### config.mk
export PLATFORM = sky130hd
export DESIGN_NAME = db_event_counter
export DESIGN_NICKNAME = d
export VERILOG_FILES = /design/src/rtl/db_pkg.sv /design/src/rtl/db_event_counter_bcd_digit.sv /design/src/rtl/db_event_counter.sv
export SDC_FILE = /design/constraint.sdc
export NUM_CORES = 1
export LEC_CHECK = 0
export BUFFER_PORTS_ARGS = -buffer_cell sky130_fd_sc_hd__buf_2
export CAP_MARGIN = 5
export CORE_MARGIN = 4
export CORE_UTILIZATION = 52
export DETAILED_ROUTE_END_ITERATION = 8
export GPL_ROUTABILITY_DRIVEN = 0
export PLACE_DENSITY = 0.77
export SLEW_MARGIN = 10
export SYNTH_ARGS = -nofsm -noshare
export SYNTH_HDL_FRONTEND = slang
export SYNTH_HIERARCHICAL = 1
export SYNTH_SLANG_ARGS = --single-unit
### constraint.sdc
create_clock -name clk -period 3.1 [get_ports clk]
set_clock_uncertainty 0.1 [all_clocks]
set_input_delay 0.62 -clock clk [delete_from_list [all_inputs] [get_ports clk]]
set_output_delay 0.62 -clock clk [all_outputs]
set_load 0.01 [all_outputs]
### src/rtl/db_pkg.sv
// Shared definitions for the button event counter: FSM state codes and BCD digit limits.
package db_pkg;

    localparam int         BCD_W   = 4;
    localparam logic [3:0] BCD_MAX = 4'd9;

    localparam logic [1:0] IDLE   = 2'd0;
    localparam logic [1:0] HELD   = 2'd1;
    localparam logic [1:0] REPEAT = 2'd2;

    typedef enum logic [1:0] {
        S_IDLE   = IDLE,
        S_HELD   = HELD,
        S_REPEAT = REPEAT
    } state_t;

    // Presets above 9 are not valid BCD; they are held at 9.
    function automatic logic [BCD_W-1:0] bcd_sat(input logic [BCD_W-1:0] v);
        return (v > BCD_MAX) ? BCD_MAX : v;
    endfunction

endpackage

### src/rtl/db_event_counter_bcd_digit.sv
// One BCD decade with clear, preset and up/down step; co flags carry (up) or borrow (down).
module bcd_digit
    import db_pkg::*;
(
    input  logic             clk,
    input  logic             rst,
    input  logic             en,
    input  logic             up_dn,
    input  logic             ld,
    input  logic [BCD_W-1:0] ld_val,
    input  logic             clr,
    output logic [BCD_W-1:0] q,
    output logic             co
);

    logic [BCD_W-1:0] r_q;

    always_ff @(posedge clk or negedge rst) begin
        if (!rst) begin
            r_q <= '0;
        end else if (clr) begin
            r_q <= '0;
        end else if (ld) begin
            r_q <= bcd_sat(ld_val);
        end else if (en) begin
            if (up_dn) r_q <= (r_q == BCD_MAX) ? '0 : r_q + 1'b1;
            else       r_q <= (r_q == '0) ? BCD_MAX : r_q - 1'b1;
        end
    end

    assign co = en & (up_dn ? (r_q == BCD_MAX) : (r_q == '0));
    assign q  = r_q;

endmodule

### src/rtl/db_event_counter.sv
// Press/auto-repeat event generator driving a ripple BCD up/down counter for the 7-segment loader.
//
// state  | meaning
// IDLE   | button released, waiting for db high on a load tick
// HELD   | pressed, counting load ticks until auto-repeat starts
// REPEAT | auto-repeating, one event every REPEAT_TICKS load ticks
module db_event_counter
    import db_pkg::*;
#(
    parameter int DIGITS       = 4,
    parameter int HOLD_TICKS   = 50,
    parameter int REPEAT_TICKS = 10
) (
    input  logic                  clk,
    input  logic                  rst,
    input  logic                  load,
    input  logic                  db,
    input  logic                  up_dn,
    input  logic                  clr,
    input  logic                  seg_load,
    input  logic [BCD_W*DIGITS-1:0] load_val,
    output logic [BCD_W*DIGITS-1:0] bcd,
    output logic                  press,
    output logic                  wrap,
    output logic [1:0]            state_o
);

    localparam int TMAX   = (HOLD_TICKS > REPEAT_TICKS) ? HOLD_TICKS : REPEAT_TICKS;
    localparam int TCNT_W = $clog2(TMAX);
    localparam logic [TCNT_W-1:0] HOLD_LAST = TCNT_W'(HOLD_TICKS - 1);
    localparam logic [TCNT_W-1:0] REP_LAST  = TCNT_W'(REPEAT_TICKS - 1);

    state_t              r_state, w_state_nxt;
    logic [TCNT_W-1:0]   r_tcnt, w_tcnt_nxt;
    logic                w_event;
    logic                w_cnt_en;
    logic [DIGITS:0]     w_en;
    logic                r_press;
    logic                r_wrap;

    always_ff @(posedge clk or negedge rst) begin
        if (!rst) begin
            r_state <= S_IDLE;
            r_tcnt  <= '0;
            r_press <= 1'b0;
            r_wrap  <= 1'b0;
        end else begin
            r_state <= w_state_nxt;
            r_tcnt  <= w_tcnt_nxt;
            r_press <= w_cnt_en;
            r_wrap  <= w_en[DIGITS];
        end
    end

    // Terminal-count compare uses the pre-increment value, so the first
    // repeat lands HOLD_TICKS ticks after the initial press.
    always_comb begin
        w_state_nxt = r_state;
        w_tcnt_nxt  = r_tcnt;
        w_event     = 1'b0;
        if (load) begin
            case (r_state)
                S_IDLE: begin
                    w_tcnt_nxt = '0;
                    if (db) begin
                        w_state_nxt = S_HELD;
                        w_event     = 1'b1;
                    end
                end
                S_HELD: begin
                    if (!db) begin
                        w_state_nxt = S_IDLE;
                        w_tcnt_nxt  = '0;
                    end else if (r_tcnt == HOLD_LAST) begin
                        w_state_nxt = S_REPEAT;
                        w_event     = 1'b1;
                        w_tcnt_nxt  = '0;
                    end else begin
                        w_tcnt_nxt = r_tcnt + 1'b1;
                    end
                end
                S_REPEAT: begin
                    if (!db) begin
                        w_state_nxt = S_IDLE;
                        w_tcnt_nxt  = '0;
                    end else if (r_tcnt == REP_LAST) begin
                        w_event    = 1'b1;
                        w_tcnt_nxt = '0;
                    end else begin
                        w_tcnt_nxt = r_tcnt + 1'b1;
                    end
                end
                default: begin
                    w_state_nxt = S_IDLE;
                    w_tcnt_nxt  = '0;
                end
            endcase
        end
    end

    // clr and seg_load suppress the count step but not the FSM advance.
    assign w_cnt_en = w_event & ~clr & ~seg_load;
    assign w_en[0]  = w_cnt_en;

    for (genvar i = 0; i < DIGITS; i++) begin : g_digit
        bcd_digit u_digit (
            .clk    (clk),
            .rst    (rst),
            .en     (w_en[i]),
            .up_dn  (up_dn),
            .ld     (seg_load),
            .ld_val (load_val[BCD_W*i +: BCD_W]),
            .clr    (clr),
            .q      (bcd[BCD_W*i +: BCD_W]),
            .co     (w_en[i+1])
        );
    end

    assign press   = r_press;
    assign wrap    = r_wrap;
    assign state_o = r_state;

endmodule
=== Word level (Yosys, flattened, before mapping) ===
Index checks and enable logic that the tools add are counted.

* Add/subtract/negate cells: 9
* Order comparisons: 4
* Equality and inequality tests: 11
* Multiplexer cells: 49
* Bitwise logic cells: 8
* Reductions and logical operators: 10

{| class="wikitable"
|+ Operators by type and width
! cell !! count
|-
| 4-bit two-way mux || 28
|-
| 6-bit two-way mux || 4
|-
| 4-bit by 1-bit adder with 4-bit output, second input constant || 4
|-
| 4-bit equality test, second input constant || 4
|-
| 4-bit > comparator, second input constant || 4
|-
| 4-bit logical NOT || 4
|-
| 4-bit by 1-bit subtractor with 4-bit output, second input constant || 4
|-
| 6-bit one-hot mux with 2 select lines || 1
|-
| 3-bit nonzero test || 4
|-
| 1-bit two-way mux || 10
|-
| 2-bit two-way mux || 4
|-
| 6-bit by 1-bit adder with 6-bit output, second input constant || 1
|-
| 1-bit bitwise AND || 6
|-
| 6-bit by 4-bit equality test with 1-bit output, second input constant || 1
|-
| 6-bit equality test, second input constant || 1
|-
| 2-bit one-hot mux with 3 select lines || 1
|-
| 2-bit inequality test, second input constant || 2
|-
| 4-bit AND reduction || 1
|-
| 3-bit inequality test, second input constant || 1
|-
| 1-bit one-hot mux with 3 select lines || 1
|-
| 2-bit by 1-bit equality test with 1-bit output, second input constant || 1
|-
| 2-bit equality test, second input constant || 1
|-
| 2-bit logical NOT || 1
|-
| 1-bit NOT || 2
|}

* Bits in registers: 26
* Output and inout bits: 20
* Logic and storage cells: 99

=== Logic depth before layout (Yosys ltp) ===
Gate-level depths: netlist (run 1).

* Depth after elaboration: 13
* Gate-level depth with buffers: 12
* Gate-level depth less buffers: 12

=== Modules after synthesis ===
The synthesis (run 1) kept the hierarchy.

{| class="wikitable"
|+ By module, submodules not included
! module !! instances !! cells an instance !! area each (sq um) !! sequential area each (sq um)
|-
| bcd_digit || 4 || 58 || 486.7 || 100.1
|-
| db_event_counter || 1 || 62 || 646.9 || 250.2
|}

=== Worst setup path before layout (run 1) ===
No wires, ideal clock.

* Kind: reg2reg
* Start: register r_state[0] (netlist: state_o[0])
* End: register g_digit[3].u_digit.r_q[1]
* Arrival time: 2.663 ns
* Required time: 2.906 ns
* Slack: 0.243 ns
* Stages on the path, launching flop included: 12
* Clock period less this slack: 2.857 ns
* Cells stage by stage: dfrtp_1 inv_1 ha_1 mux2i_1 a41oi_1 nor2_1 and2_2 and2_2 and2_2 inv_1 or4_1 a221oi_2

* Cells in the longest elaborated chain, start to end: 9
* Elaborated cells between the ends (all ways): 11
* Classes of those cells: 2 x eq/ne; 2 x mux; 5 x bitwise; 2 x reduce/logical

{| class="wikitable"
|+ Ends and longest elaborated chain
! what !! RTL line !! RTL
|-
| start, declared || db_event_counter.sv:33 || <nowiki>state_t r_state, w_state_nxt;</nowiki>
|-
| start signal, assigned || db_event_counter.sv:48 || <nowiki>r_state <= w_state_nxt;</nowiki>
|-
| 2-bit equality test, or another cell as far along || db_event_counter.sv:62 || <nowiki>case (r_state)</nowiki>
|-
| 1-bit one-hot mux with 3 select lines * || db_event_counter.sv:62 ||
|-
| 1-bit two-way mux * || db_event_counter.sv:61 || <nowiki>if (load) begin</nowiki>
|-
| 1-bit bitwise AND * (2 in series) || db_event_counter.sv:102 || <nowiki>assign w_cnt_en = w_event & ~clr & ~seg_load;</nowiki>
|-
| net w_cnt_en || db_event_counter.sv:36 || <nowiki>logic w_cnt_en;</nowiki>
|-
| 1-bit bitwise AND * || db_event_counter_bcd_digit.sv:31 || <nowiki>assign co = en & (up_dn ? (r_q == BCD_MAX) : (r_q == '0));</nowiki>
|-
| net w_en[1] || db_event_counter.sv:37 || <nowiki>logic [DIGITS:0] w_en;</nowiki>
|-
| 1-bit bitwise AND * || db_event_counter_bcd_digit.sv:31 ||
|-
| net w_en[2] || db_event_counter.sv:37 ||
|-
| 1-bit bitwise AND * || db_event_counter_bcd_digit.sv:31 ||
|-
| net w_en[3] || db_event_counter.sv:37 ||
|-
| 3-bit nonzero test (no source line) * || n/a ||
|-
| end signal, assigned || db_event_counter_bcd_digit.sv:24 || <nowiki>r_q <= bcd_sat(ld_val);</nowiki>
|-
| end signal, assigned || db_event_counter_bcd_digit.sv:26 || <nowiki>if (up_dn) r_q <= (r_q == BCD_MAX) ? '0 : r_q + 1'b1;</nowiki>
|-
| end signal, assigned || db_event_counter_bcd_digit.sv:27 || <nowiki>else r_q <= (r_q == '0) ? BCD_MAX : r_q - 1'b1;</nowiki>
|-
| end, declared || db_event_counter_bcd_digit.sv:16 || <nowiki>logic [BCD_W-1:0] r_q;</nowiki>
|}

Mark *: on every way through the listed nets, which the timed path passes. The rest lies on a longest branch.
A chain may end at the register's enable or synchronous reset.

=== Worst setup path after layout (run 1) ===
* Start: register r_tcnt[4]
* End: register g_digit[3].u_digit.r_q[1]

* Cells in the longest elaborated chain, start to end: 11
* Elaborated cells between the ends (all ways): 14
* Classes of those cells: 2 x eq/ne; 6 x mux; 5 x bitwise; 1 x reduce/logical

{| class="wikitable"
|+ Ends and longest elaborated chain
! what !! RTL line !! RTL
|-
| start, declared || db_event_counter.sv:34 || <nowiki>logic [TCNT_W-1:0] r_tcnt, w_tcnt_nxt;</nowiki>
|-
| start signal, assigned || db_event_counter.sv:49 || <nowiki>r_tcnt <= w_tcnt_nxt;</nowiki>
|-
| 6-bit by 4-bit equality test with 1-bit output or 6-bit equality test (tied branches) || db_event_counter.sv:86, db_event_counter.sv:74 ||
|-
| 1-bit two-way mux, on equally long branches || db_event_counter.sv:86, db_event_counter.sv:74 ||
|-
| 1-bit two-way mux, on equally long branches || db_event_counter.sv:83, db_event_counter.sv:71 ||
|-
| 1-bit one-hot mux with 3 select lines * || db_event_counter.sv:62 ||
|-
| 1-bit two-way mux * || db_event_counter.sv:61 ||
|-
| 1-bit bitwise AND * (2 in series) || db_event_counter.sv:102 ||
|-
| net w_cnt_en || db_event_counter.sv:36 ||
|-
| 1-bit bitwise AND * || db_event_counter_bcd_digit.sv:31 ||
|-
| net w_en[1] || db_event_counter.sv:37 ||
|-
| 1-bit bitwise AND * || db_event_counter_bcd_digit.sv:31 ||
|-
| net w_en[2] || db_event_counter.sv:37 ||
|-
| 1-bit bitwise AND * || db_event_counter_bcd_digit.sv:31 ||
|-
| net w_en[3] || db_event_counter.sv:37 ||
|-
| 3-bit nonzero test (no source line) * || n/a ||
|}

Marked as above.

==> results of run 1 <==
==> path summary, 6_finish.rpt <==
kind,startpoint,to,slack [ns],cells past startpoint
min in group clk,r_tcnt[0],r_tcnt[0],0.45,1
hold / removal,rst,state_o[1],0.24,1
setup reg to reg,r_tcnt[4],g_digit[3].u_digit/q[1],0.23,10
setup / recovery,r_tcnt[4],g_digit[3].u_digit/q[1],0.23,10
hold reg to reg,r_tcnt[0],r_tcnt[0],0.45,1
max in group asynchronous,rst,g_digit[0].u_digit/q[1],2.21,1
==> what timing repair did <==
item                                    in CTS  in global routing
gates resized for setup                      0                  7
setup buffers                                0                  5
endpoints found under the setup margin       0                  1
endpoints found under the hold margin        0                  0
==> kinds of logic (layout without fill, tap and decap cells) <==
logic type      count (synthesis)  after routing  synth area share, %
simple gates                  106            106                26.19
compound gates                 89             89                24.60
buf+inv                        37             86                8.249
flops                          26             26                25.08
fa+ha+maj                      23             23                11.10
mux                             7              7                2.750
xor+xnor                        6              6                2.026
==> worst register-to-register path: cells and delay by family, from the launching register on <==
family,cells,cell delay [ns]
and+or+nand+nor,6,1.64
muxes,1,0.18
DFF,1,0.44
AOI/OAI and AO/OA,2,0.36
buffers and inverters,1,0.08
==> cell type report <==
class                      instances  area (sq um)  share of cell area [%]
clock buffer                       4         55.05                   1.866
inverter                          24         90.09                   3.053
multi-input combinational        231          1738                   58.91
sequential                        26         653.1                   22.14
tap                               67         83.83                   2.841
timing repair buffer              58         330.3                   11.20
==> sequential cells by signal (all words and copies together), names as in the netlist <==
| register | flops |
|---|---|
| r_tcnt | 6 |
| g_digit.u_digit/q | 16 |
| wrap | 1 |
| state_o | 2 |
| press | 1 |
==> per-stage QoR <==
stage               utilization [%]  cells  power [uW]  worst slack (ns)
floorplan                         -    294       743.3            0.2430
global placement              59.48    401       860.1            0.2561
detailed placement            59.48    401       872.7            0.1763
CTS                           60.63    405        1107            0.1462
global route                  61.65    410        1197           0.01424
finish                        61.65    410        1113            0.2285
==> cells in the final DEF (no fill, tap or decap), types with 6 or more instances in the layout <==
cell      instances
buf_2            42
inv_1            24
ha_1             21
nor2_1           10
nand3_1           7
o221ai_1          9
a221oi_1          8
dfrtp_1          24
or3b_1            9
nand2b_1         16
and2b_2           8
o21ai_0          21
nor3_1            9
mux2i_1           6
buf_4            16
nand2_1          10
a21oi_1          23
or2b_1            8
==> metal layers <==
metal | vias to the layer above | track usage (%) | part of all wire (%)
li1 | 1171 | - | -
met1 | 1141 | 27.63 | 47
met2 | 76 | 32.09 | 46
met3 | 4 | 4.243 | 6.2
met4 | 0 | 4.371 | 0.89
met5 | - | 0 | 0
==> report_power, final <==
part           leakage [uW]  switching [uW]  internal (uW)  total [uW]
registers          0.000343            44.7            372         417
clock network     0.0000288             116            114         230
logic              0.000955             255            211         466
==> reports/metrics.cfg, run 1 <==
[run_status]
outcome=finished clean

[yosys]
yosysMostFrequentCell=dfrtp_1
ys_top_cells_by_count=dfrtp_1, inv_1, a21oi_1, ha_1, o21ai_0
synth_top_area_share_pct=25.08
yosysSeqAreaShare_pct=25.08
synth_top_area_cell=dfrtp_1
syn_inst=294
syn_area_per_cell_sq_um=8.822
synth-edff-count=0
synth_nets=340
ys_top_cells_by_area=dfrtp_1, ha_1, a21oi_1
synthArstFlopShare_pct=100.0
ys_warn_count=6
ys_types=46
ys_ff_latch=26
syn-cell-area_sq_mm=0.002594
synth_ff_type=dfrtp_1

[global_routing]
antenna_found_initial=0
track_usage_pct=20.04
grt-ovfl-total=0
grt_pass1_vias=2204
grt_pass1_wl_mm=10.21
grt_max_degree=41

[timing]
max_freq_mhz=348.3
rsz0062_at_grt=false
final_max_slew_viol_count=0
whs_ns=0.2422
setup_viol=0
period_needed_ns=2.871
max_slew_margin_pct=58.87
period_share_pct=92.63
tightest_slew_ns=0.6170
final.setup.tns_ns=0
hold_viol=0

[detailed_routing]
drt-initial-drc-count=123
vias=2392
drtPass1Iterations=4
antenna_left=0
totalWireLength_mm=6.066
drc_errors=0
wire_per_inst_um=14.80
viasPerCell=5.834

[layout]
fillers=419
finalNetCount=390
final_area_sq_mm=0.002950
drive_above_1_share_pct=26.82
antenna_cells=0
syn_to_final_growth_pct=13.75

[worst_setup_path]
cp_common_cell=and2_4
crit_chain=or3b_1, mux2i_1, a41oi_1, nor2_1, and2_4, and2_4, and2_4, inv_1, or4_1, a221oi_2
path_buf_inv=1
critical_path_required_ns=3.19
path_class=reg2reg
slowest_delay_ns=0.54
critPathArrivalTime_ns=2.96
cp_top_family=simple AND/OR/NAND/NOR gates
cp-end-kind=flip-flop
slowest_stage=or4_1
worstSetupStartpointType=flip-flop
cp_max_fo=5

[die]
num_rows=25
core_sq_mm=0.004786
die_area_sq_mm=0.006182
die_x_um=78.63
start_util_pct=54.20
pin_count=43
die_y_um=78.63

[pwr]
p_leak_uw=0.001327
power_density_mw_per_mm2=377.2
peakVddDrop_v=0.0002123

[placed_design]
dpl.hpwl_mm=4.439
portBuffers=42
placed_area_sq_mm=0.002846

[clock_tree]
cts_sinks=26
cts-root-buf=clkbuf_8
insertion_delay_ns=0.28
path_clk_slew_ns=0.10
cts_made_buffers=3
cts_tree=done
cts_buffer_depth=2
holdBufCountCts=0
cts.htree.levels=1

[run]
maxCapViolCount=0

[min_path]
hp-class=in2async

(Power assumes the default switching activity.)
==> run 2: changes to the inputs <==
BUFFER_PORTS_ARGS = default   (was -buffer_cell sky130_fd_sc_hd__buf_2)
CORE_UTILIZATION = 58   (was 52)
DONT_BUFFER_PORTS = 1   (was default)
PLACE_DENSITY = 0.76   (was 0.77)
==> run 2 against run 1 <==
  * Clock power rose by 23%
  * Fmax fell by 1.6%
  * Sequential share of layout area rose by 1.9 points
  * Power fell by 0.16%
  * Critical endpoint unchanged
  * Routed wire length fell by 3.0%
  * Via count fell by 7.3%
  * Non-clock buffer count fell by 48
  * Global-route usage rose by 1.2 points
==> reports/metrics.cfg, run 2 (same netlist as run 1, synthesis figures left out) <==
[worst_setup_path]
cp-end-kind=flip-flop
worstSetupStartpointType=flip-flop
path_class=reg2reg
critPathArrivalTime_ns=3.00
cp_max_fo=5
critical_path_required_ns=3.18

[placed_design]
portBuffers=0
dpl.hpwl_mm=4.165
numPlacedInstances=341
pre_cts_ws_ns=0.1033

[clock_tree]
cts_sinks=26
cts.htree.levels=1
cts_buffer_depth=2
cts_made_buffers=3
path_clk_slew_ns=0.10
cts_tree=done
cts-root-buf=clkbuf_8
insertion_delay_ns=0.27

[global_routing]
track_usage_pct=21.28
grt-ovfl-total=0
grt_max_degree=42
grt_pass1_wl_mm=9.508
grt_pass1_vias=1970
antenna_found_initial=0

[pwr]
peakVddDrop_v=0.0002488
p_leak_uw=0.001128
power_density_mw_per_mm2=409.1

[layout]
layout.cells.non_filler=347
drive_above_1_share_pct=15.25
largest_reg_flops=16
final_cell_mix=inv_1, dfrtp_1, a21oi_1
finalNetCount=342
antenna_cells=0
syn_to_final_growth_pct=4.728

[timing]
hold_viol=0
max_slew_margin_pct=73.21
max_freq_mhz=342.7
final.setup.tns_ns=0
period_share_pct=94.14
final_max_slew_viol_count=0
period_needed_ns=2.918
setup_viol=0
timing.final.ws_setup_ns=0.1816
rsz0062_at_grt=false
tightest_slew_ns=0.4019

[detailed_routing]
antenna_left=0
vias=2217
viasPerCell=6.389
drc_errors=0
wire_per_inst_um=16.96
drt-initial-drc-count=236
drtPass1Iterations=4
totalWireLength_mm=5.886

[run_status]
outcome=finished clean

[die]
num_rows=24
start_util_pct=59.57
die_area_sq_mm=0.005606
die_x_um=74.87
pin_count=43
core_sq_mm=0.004354
die_y_um=74.87

[min_path]
hp-class=in2async

[run]
maxCapViolCount=0

-- run 2: cell count changes in the layout (fill, tap and decap cells not counted) --
cell,before,now
and2_2,1,2
and2_4,3,2
buf_12,0,1
buf_2,42,0
buf_4,16,9
bufinv_16,0,1
clkbuf_8,4,3
ha_2,2,1
ha_4,0,1
or3b_1,9,8
or3b_4,0,1
-- run 2: layout make-up --
cell class	count	area, sq um
clock buffers	3	41.29
well taps	52	65.06
inverters	24	90.09
repair buffers	10	87.58
fillers	360	1638
clock inverters	1	30.03
multi-input cells	231	1749
flip-flops and latches	26	653.1
-- run 2: path summary, 6_finish.rpt --
path	startpoint	to	slack (ns)	cells after the start
setup reg to reg	r_tcnt[4]	g_digit[3].u_digit/q[1]	0.18	10
hold reg to reg	r_tcnt[0]	r_tcnt[0]	0.46	1
hold / removal	rst	g_digit[0].u_digit/q[3]	0.05	1
min in group clk	clr	g_digit[1].u_digit/q[1]	0.30	1
max in group asynchronous	rst	state_o[0]	2.69	1
setup / recovery	r_tcnt[4]	g_digit[3].u_digit/q[1]	0.18	10
-- run 2: report_power, final --
part	leakage [uW]	total, uW	switching, uW	internal [uW]
combinational	0.000748	391	207	184
sequential	0.000344	436	62.1	374
clock	0.0000357	284	111	173
-- run 2: per-stage QoR --
| stage | instance area (sq um) | util (%) | total power (uW) | hold WS [ns] |
|---|---|---|---|---|
| floorplan | 2594 | - | 743.3 | 0.2244 |
| global placement | 2595 | 59.60 | 791.3 | 0.2252 |
| detailed placement | 2595 | 59.60 | 803.0 | 0.2253 |
| CTS | 2686 | 61.70 | 1101 | 0.04940 |
| global route | 2716 | 62.39 | 1183 | 0.04973 |
| finish | 2716 | 62.39 | 1111 | 0.05148 |
-- run 2: layer usage --
layer	routed length [um]	vias to the layer above	GRT usage, %	share of wire, %
li1	-	1082	-	-
met1	2690	1057	31.32	46
met2	2784	76	33.37	47
met3	390	2	4.272	6.6
met4	20	0	2.372	0.34
met5	0	-	0	0
-- run 2: timing repair --
item                                   4_1_cts  5_1_grt
buffers inserted                             0        1
resized for setup                            0        8
endpoints found under the hold margin       26        0
hold buffers                                 1        0
setup endpoints to repair                    0        1
-- run 2: worst max-delay path: stages (launching register included) --
cell and delay (ns):
dfrtp_1 0.44, or3b_4 0.42, mux2i_1 0.14, a41oi_1 0.13
nor2_1 0.17, and2_4 0.19, and2_2 0.19, and2_4 0.18
inv_1 0.08, or4_1 0.56, a221oi_2 0.24
